### src/rtl/switch_pkg.sv
// Shared types and default timing constants for the slide-switch conditioner.
// Cycle counts assume the 10 MHz system clock.
package switch_pkg;

    // Per-channel debounce state.
    typedef enum logic {
        IDLE    = 1'b0,
        PENDING = 1'b1
    } debounce_state_t;

    localparam int CLK_HZ                   = 10_000_000;
    localparam int SYNC_STAGES_DEFAULT      = 2;
    // 10 ms of consecutive disagreeing samples flips a debounced level.
    localparam int DEBOUNCE_CYCLES_10MS     = CLK_HZ / 100;
    // 100 us of a stable pair before it is handed to the mode FSM.
    localparam int PAIR_SETTLE_CYCLES_100US = CLK_HZ / 10_000;

endpackage

### src/rtl/switch_debounce.sv
// One switch channel: synchroniser chain followed by an IDLE/PENDING debouncer.
// `level` is the registered debounced level; `level_next` is the value it takes
// at the coming edge, so the pair stage can see a flip in the cycle it happens.
module switch_debounce
    import switch_pkg::*;
#(
    parameter int SYNC_STAGES     = SYNC_STAGES_DEFAULT,
    parameter int DEBOUNCE_CYCLES = DEBOUNCE_CYCLES_10MS
) (
    input  logic clk,
    input  logic reset_n,
    input  logic raw,
    output logic level,
    output logic level_next
);

    localparam int CW = $clog2(DEBOUNCE_CYCLES);
    localparam logic [CW-1:0] COUNT_LAST = CW'(DEBOUNCE_CYCLES - 1);

    logic [SYNC_STAGES-1:0] sync_reg;
    logic                   synced;

    debounce_state_t state_reg;
    debounce_state_t state_next;
    logic [CW-1:0]   count_reg;
    logic [CW-1:0]   count_next;
    logic            level_reg;

    // Shift the asynchronous pin through the synchroniser chain.
    always_ff @(posedge clk or negedge reset_n) begin
        if (!reset_n) begin
            sync_reg <= '0;
        end else begin
            sync_reg <= {sync_reg[SYNC_STAGES-2:0], raw};
        end
    end

    assign synced = sync_reg[SYNC_STAGES-1];

    // Debounce state, disagreement counter and debounced level.
    always_ff @(posedge clk or negedge reset_n) begin
        if (!reset_n) begin
            state_reg <= IDLE;
            count_reg <= '0;
            level_reg <= 1'b0;
        end else begin
            state_reg <= state_next;
            count_reg <= count_next;
            level_reg <= level_next;
        end
    end

    // Count consecutive disagreeing samples; any agreeing sample restarts from zero.
    always_comb begin
        state_next = state_reg;
        count_next = count_reg;
        level_next = level_reg;
        case (state_reg)
            IDLE: begin
                count_next = '0;
                if (synced != level_reg) begin
                    state_next = PENDING;
                    count_next = CW'(1);
                end
            end
            PENDING: begin
                if (synced == level_reg) begin
                    state_next = IDLE;
                    count_next = '0;
                end else if (count_reg == COUNT_LAST) begin
                    state_next = IDLE;
                    count_next = '0;
                    level_next = ~level_reg;
                end else begin
                    count_next = count_reg + CW'(1);
                end
            end
        endcase
    end

    assign level = level_reg;

endmodule

### src/rtl/switch_conditioner.sv
// Conditions the right/left slide switches for the mode-select FSM:
// synchronise, debounce, then present {left,right} with a one-cycle change strobe.
// Optional feature: define SWITCH_PAIR_LOCK_EN to add the pair-settle stage, which
// holds a new pair back until it has been stable, so a two-switch move reaches the
// mode FSM as a single transition.
module switch_conditioner
    import switch_pkg::*;
#(
    parameter int SYNC_STAGES        = SYNC_STAGES_DEFAULT,
    parameter int DEBOUNCE_CYCLES    = DEBOUNCE_CYCLES_10MS,
    parameter int PAIR_SETTLE_CYCLES = PAIR_SETTLE_CYCLES_100US
) (
    input  logic clk,
    input  logic reset_n,
    input  logic right_raw,
    input  logic left_raw,
    output logic right,
    output logic left,
    output logic change_pulse
);

    // Bit 0 is the right switch, bit 1 the left switch.
    logic [1:0] raw_pair;
    logic [1:0] deb_pair;
    logic [1:0] deb_pair_next;

    logic [1:0] out_reg;
    logic [1:0] out_next;
    logic       pulse_reg;
    logic       pulse_next;

    assign raw_pair = {left_raw, right_raw};

    genvar gi;
    generate
        for (gi = 0; gi < 2; gi++) begin : g_chan
            switch_debounce #(
                .SYNC_STAGES     (SYNC_STAGES),
                .DEBOUNCE_CYCLES (DEBOUNCE_CYCLES)
            ) u_debounce (
                .clk        (clk),
                .reset_n    (reset_n),
                .raw        (raw_pair[gi]),
                .level      (deb_pair[gi]),
                .level_next (deb_pair_next[gi])
            );
        end
    endgenerate

`ifdef SWITCH_PAIR_LOCK_EN
    localparam int SW = $clog2(PAIR_SETTLE_CYCLES);
    localparam logic [SW-1:0] SETTLE_LAST = SW'(PAIR_SETTLE_CYCLES - 1);

    logic [SW-1:0] settle_reg;
    logic [SW-1:0] settle_next;

    // Settle counter for the pending pair.
    always_ff @(posedge clk or negedge reset_n) begin
        if (!reset_n) begin
            settle_reg <= '0;
        end else begin
            settle_reg <= settle_next;
        end
    end

    // Release a new pair only after it has held still for the settle time;
    // any movement of either channel restarts the wait.
    always_comb begin
        out_next    = out_reg;
        pulse_next  = 1'b0;
        settle_next = settle_reg;
        if (deb_pair_next == out_reg) begin
            settle_next = '0;
        end else if (deb_pair_next != deb_pair) begin
            settle_next = '0;
        end else if (settle_reg == SETTLE_LAST) begin
            out_next    = deb_pair_next;
            pulse_next  = 1'b1;
            settle_next = '0;
        end else begin
            settle_next = settle_reg + SW'(1);
        end
    end
`else
    // The look-ahead level and settle time only matter for the pair-settle stage.
    logic [1:0]  unused_deb_next;
    logic [31:0] unused_settle;
    assign unused_deb_next = deb_pair_next;
    assign unused_settle   = 32'(PAIR_SETTLE_CYCLES);

    // Plain output register: follow the debounced pair, strobe on any difference.
    always_comb begin
        out_next   = deb_pair;
        pulse_next = (deb_pair != out_reg);
    end
`endif

    // Output pair and change strobe registers.
    always_ff @(posedge clk or negedge reset_n) begin
        if (!reset_n) begin
            out_reg   <= 2'b00;
            pulse_reg <= 1'b0;
        end else begin
            out_reg   <= out_next;
            pulse_reg <= pulse_next;
        end
    end

    assign right        = out_reg[0];
    assign left         = out_reg[1];
    assign change_pulse = pulse_reg;

endmodule

### config.mk
export PLATFORM = sky130hd
export DESIGN_NAME = switch_conditioner
export DESIGN_NICKNAME = d
export VERILOG_FILES = /design/src/rtl/switch_pkg.sv /design/src/rtl/switch_debounce.sv /design/src/rtl/switch_conditioner.sv
export SDC_FILE = /design/constraint.sdc
export NUM_CORES = 1
export LEC_CHECK = 0
export CAP_MARGIN = 20
export CELL_PAD_IN_SITES_DETAIL_PLACEMENT = 2
export CELL_PAD_IN_SITES_GLOBAL_PLACEMENT = 2
export CORE_MARGIN = 4
export CORE_UTILIZATION = 43
export CTS_CLUSTER_DIAMETER = 80
export DETAILED_ROUTE_END_ITERATION = 12
export GPL_ROUTABILITY_DRIVEN = 1
export HOLD_SLACK_MARGIN = 0.15
export PLACE_DENSITY = 0.88
export SLEW_MARGIN = 20
export SYNTH_ARGS = -nofsm -noshare
export SYNTH_HDL_FRONTEND = slang
export SYNTH_SLANG_ARGS = --single-unit
### constraint.sdc
create_clock -name clk -period 3.65 [get_ports clk]
set_input_delay 0.73 -clock clk [delete_from_list [all_inputs] [get_ports clk]]
set_output_delay 0.73 -clock clk [all_outputs]
set_load 0.005 [all_outputs]
### Yosys cells after proc, flatten, opt, wreduce, memory -nomap -nowiden

Cells that the tools add are included.

| word-level totals | value |
|---|---|
| bits in registers | 45 |
| bits of input ports | 4 |
| logic and storage cells | 43 |

| operators by class | value |
|---|---|
| add/subtract/negate cells | 2 |
| equality and inequality tests | 7 |
| muxes and demuxes | 16 |
| bitwise operators | 6 |
| reductions and logical operators | 2 |

Operators with widths:

| kind | number |
|---|---|
| 2-to-1 mux 17 bit | 4 |
| case mux 17 bit (2 select lines) | 2 |
| adder 17 x 1 -> 17 bit (second input constant) | 2 |
| equality test 17 bit (second input constant) | 2 |
| 2-to-1 mux 1 bit | 8 |
| NOT 1 bit | 6 |
| AND reduction 3 bit | 2 |
| case mux 1 bit (2 select lines) | 2 |
| equality test 1 bit | 2 |
| inequality test 1 bit | 2 |
| inequality test 2 bit | 1 |

### Longest topological paths before layout

| depth | value |
|---|---|
| depth after elaboration | 4 |
| mapped depth | 7 |
| mapped depth without buffers | 5 |

### Modules after synthesis

From an unflattened synthesis, not the netlist that was laid out.

| unflattened totals | value |
|---|---|
| cell total of the unflattened synthesis | 194 |
| area total of the unflattened synthesis | 2155.8 sq um |

By module, submodules not included:

| module | instances | cells an instance | area an instance (sq um) |
|---|---|---|---|
| switch_debounce | 2 | 94 | 1029.7 |
| switch_conditioner | 1 | 6 | 96.3 |

### Worst setup path after synthesis

No wires, ideal clock.

| timing path | value |
|---|---|
| kind | reg2reg |
| start point | register g_chan[0].u_debounce.count_reg[13] |
| end point | register g_chan[0].u_debounce.level_reg |
| data arrival time | 1.682 ns |
| data required time | 3.522 ns |
| setup slack | 1.841 ns |
| stages on the path, launching flop included | 5 |
| path through | dfrtp_1 or4b_1 nor4_1 and2_1 mux2_1 |

| between the ends | value |
|---|---|
| longest elaborated chain between the ends | 2 |

Ends and longest elaborated chain:

| element | RTL line | source |
|---|---|---|
| start, declared | switch_debounce.sv:25 | `logic [CW-1:0] count_reg;` |
| start signal, assigned | switch_debounce.sv:48 | `count_reg <= count_next;` |
| equality test 17 bit | switch_debounce.sv:70 | `end else if (count_reg == COUNT_LAST) begin` |
| AND reduction 3 bit (no source line) | n/a |  |
| end signal, assigned | switch_debounce.sv:49 | `level_reg <= level_next;` |
| end, declared | switch_debounce.sv:27 | `logic level_reg;` |

No other way between the ends.
A chain may end at the register's enable or synchronous reset.

### Final worst setup path

| timing path | value |
|---|---|
| start point | register g_chan[0].u_debounce.count_reg[0] |
| end point | register g_chan[0].u_debounce.count_reg[3] |

| between the ends | value |
|---|---|
| longest elaborated chain between the ends | 4 |

Ends and longest elaborated chain:

| element | RTL line | source |
|---|---|---|
| adder 17 x 1 -> 17 bit / equality test 17 bit (equally long branches) | switch_debounce.sv:75, switch_debounce.sv:70 |  |
| 2-to-1 mux 17 bit * | switch_debounce.sv:70 |  |
| 2-to-1 mux 17 bit * | switch_debounce.sv:67 | `if (synced == level_reg) begin` |
| case mux 17 bit (2 select lines) * | switch_debounce.sv:58 | `case (state_reg)` |
| named net g_chan[0].u_debounce.count_next[3] | switch_debounce.sv:26 | `logic [CW-1:0] count_next;` |

Mark *: on every way through the listed nets, which the timed path passes. The rest lies on a longest branch.

==> impl_results.md <==
- Status: completed
- Seq cells post-synth: 45
- Mux share of post-synthesis cell area: 1.08%
- Simple-gate portion of the synthesized area: 25.4%
- Slew HR: 58.6%
- CTS Buf Count: 5
- Final hold vios: 0
- Clock sinks: 45
- Sequential area share after synthesis: 54.0%
- ANT nets after route: 0
- Fin crit share: 61.1%
- Setup crit start: g_chan[0].u_debounce.count_reg[0]
- Synth Cell Area: 2090 um2
- Setup slack after layout: 1420 ps
- Final setup fails: 0
- Vias in the first global route: 1,823
- CTS tree: yes
- Synth Area in XOR/XNOR: 13.9%
- CORE AREA: 4720 um2
- Main combinational cell family by area after synthesis: simple AND/OR/NAND/NOR gates
- Post-route cell area: 2300 um2
- Initial antenna violation count: 0
- CP Capture Type: flip-flop
- Post-Synthesis Cells: 197
- I/O pin count: 7
- DR vias/cell: 5.37
- Crit path DAT: 2390 ps
- Max H-tree Level: 2
- Starting density of the core: 44.2%
- RR Startpoint: g_chan[0].u_debounce.count_reg[0]
- Synthesis warning total: 0
- Die Footprint: 6030 um2
- Clk root buf: clkbuf_8
- WS Path Type: flip-flop to flip-flop
- Vias: 1,461
- Comb pwr share: 2.9%
- Place WS: 1370 ps
- CP Launch Type: flip-flop
- # placed instances: 264
- Pwr dens: 401 nW/um2
- Clock power frac: 41.7%
- Reg clk slew, reported paths: 80 ps
- Final GP Congestion: 0.791
- Share of layout cells above drive strength 1: 6.83%
- Final net count: 210
- Crit path max-delay family: simple AND/OR/NAND/NOR gates
- Met3 Usage GRT: 3.48%
- Sequential power share: 55.3%
- TNS Setup: 0 ps
- First-pass DRT Iterations: 4
- Final HPWL DP: 3720 um
- Max rail drop VDD: 0.190 mV
- Worst Tran Pin Value: 619 ps
- Setup bufs post-CTS: 0
- Worst-skew pair later-pin latency: 290 ps
- Crit path largest cell delay: 540 ps
- Initial DRC Count: 83
- Die width: 77.6 um
- Largest net degree at the start of global routing: 46
- Hold Crit Start: g_chan[1].u_debounce.sync_reg[0]
- Commonest non-fill, non-tap cell in the layout: dfrtp_1
- Hold Crit Class: flip-flop to flip-flop
- LEAKAGE: 0.866 nW
- Slowest cell on crit path: or3b_1
- IO buf count: 6
- RSZ-0062 raised after global routing: no
- Grt total ovfl: 0
- Maximum capacitance violations: 0
- Area post-placement: 2190 um2
- Synth Net Count: 203
- Fin crit period: 2230 ps
- GR peak layer: met2
- Met2 usage: 36.1%
- Setup Skew: 7.99 ps
- Total Routing Usage GR: 18.8%
- Mapped Avg Cell Area: 10.6 um2
- Antenna Cells: 0
- GR Util met1: 20.6%
- Worst path required time: 3800 ps
- Synth Area in Adders: 1.20%
- Clock buffer depth: 2
- Switch Pwr: 0.189 mW
- Layout area overhead: 10.5%
- First-pass GRT wire length: 8970 um
- DRC viols: 0
- Hold buffers post-CTS: 0
- Final wirelength: 5090 um
- Row count: 25
- Largest register FFs: 34
- Internal power: 0.735 mW
- WP buf/inv: 0
- Fmax achieved: 448 MHz
- Crit Path Max Fanout: 16
- Most frequent cells in the layout: dfrtp_1, nor2_1, xnor2_1
- Switching Fraction: 20.4%
- Post-CTS resize count: 0
- Die Y: 77.6 um
- Yosys cell types: 33
- Area fraction in compound gates after synthesis: 1.38%
- Critical-path cell list: ha_1, nand4_1, nor4_1, or3b_1, nor2_1
- Non-filler cells, final: 272
- Fin. max-slew vios: 0
- Avg WL per Cell: 18.7 um
==> synthesized netlist by cell type <==
cell type / n / area, um2
clkbuf_1: 2 / 7.51
or4_4: 1 / 11.3
inv_1: 7 / 26.3
ha_1: 2 / 25.0
a21oi_2: 1 / 8.76
nor4_1: 9 / 56.3
buf_6: 1 / 11.3
xnor2_1: 25 / 219
buf_2: 1 / 5.00
or3b_1: 1 / 8.76
dfrtp_1: 45 / 1130
and4_1: 1 / 8.76
nand3b_1: 1 / 7.51
and2_1: 1 / 6.26
o21ai_0: 1 / 5.00
mux2_1: 1 / 11.3
nor4bb_1: 2 / 20.0
nand2_1: 9 / 33.8
nor2_1: 36 / 135
nand4_1: 12 / 75.1
buf_4: 2 / 15.0
a211oi_1: 2 / 15.0
xor2_1: 8 / 70.1
nand3_1: 9 / 45.0
nand3_4: 1 / 17.5
and4_2: 1 / 10.0
mux2_2: 1 / 11.3
or3_1: 1 / 6.26
nor4b_1: 1 / 8.76
nor3_1: 8 / 40.0
or4b_1: 2 / 20.0
nand4b_1: 1 / 8.76
nand3_2: 1 / 10.0
==> logic make-up after synthesis <==
| logic type | count (synthesis) |
|---|---|
| simple gates | 98 |
| fa+ha+maj | 2 |
| xor+xnor | 33 |
| compound gates | 4 |
| buf+inv | 13 |
| flops | 45 |
| mux | 2 |
==> power by group through the flow <==
stage	Sequential [mW]	Combinational, mW	Clock, mW
finish	0.511	0.0272	0.386
global route	0.512	0.0320	0.426
CTS	0.511	0.0283	0.399
detailed placement	0.521	0.0281	0
global placement	0.519	0.0260	0
floorplan	0.519	0.0140	0
==> final timing paths <==
kind / cells after the start / to / slack [ps]
setup / recovery: 5 / g_chan[0].u_debounce.count_reg[3] / 1420
hold / removal: 0 / g_chan[1].u_debounce.sync_reg[1] / 360
setup reg to reg: 5 / g_chan[0].u_debounce.count_reg[3] / 1420
hold reg to reg: 0 / g_chan[1].u_debounce.sync_reg[1] / 360
max in group asynchronous: 1 / g_chan[0].u_debounce.sync_reg[0] / 2820
min in group asynchronous: 1 / g_chan[0].u_debounce.count_reg[2] / 430
==> worst register-to-register path, cell delays in order (launching register included) <==
cell and delay, ps:
dfrtp_1 490, ha_1 300, nand4_1 230, nor4_1 410, or3b_1 540, nor2_1 130
==> metal layers <==
layer	vias to the layer above	wire length, um
met1	746	2020
met2	13	2860
li1	693	-
met3	9	104
met4	0	99
met5	-	0
==> per-stage QoR <==
step | power (mW) | hold WS (ps) | util [%]
5_1_grt | 0.970 | 375 | 48.8
3_5_place_dp | 0.549 | 339 | 46.3
2_1_floorplan | 0.533 | 331 | -
6_report | 0.924 | 358 | 48.8
3_3_place_gp | 0.545 | 337 | 46.3
4_1_cts | 0.939 | 362 | 48.7
==> final cells by class <==
type / count / area (um2)
Timing Repair Buffer: 6 / 57.6
Fill cell: 504 / 2420
Sequential cell: 45 / 1130
Inverter: 7 / 26.3
Tap cell: 67 / 83.8
Clock buffer: 7 / 86.3
Multi-Input combinational cell: 139 / 895
Clock inverter: 1 / 30.0
Power figures use the tool's default switching activity.
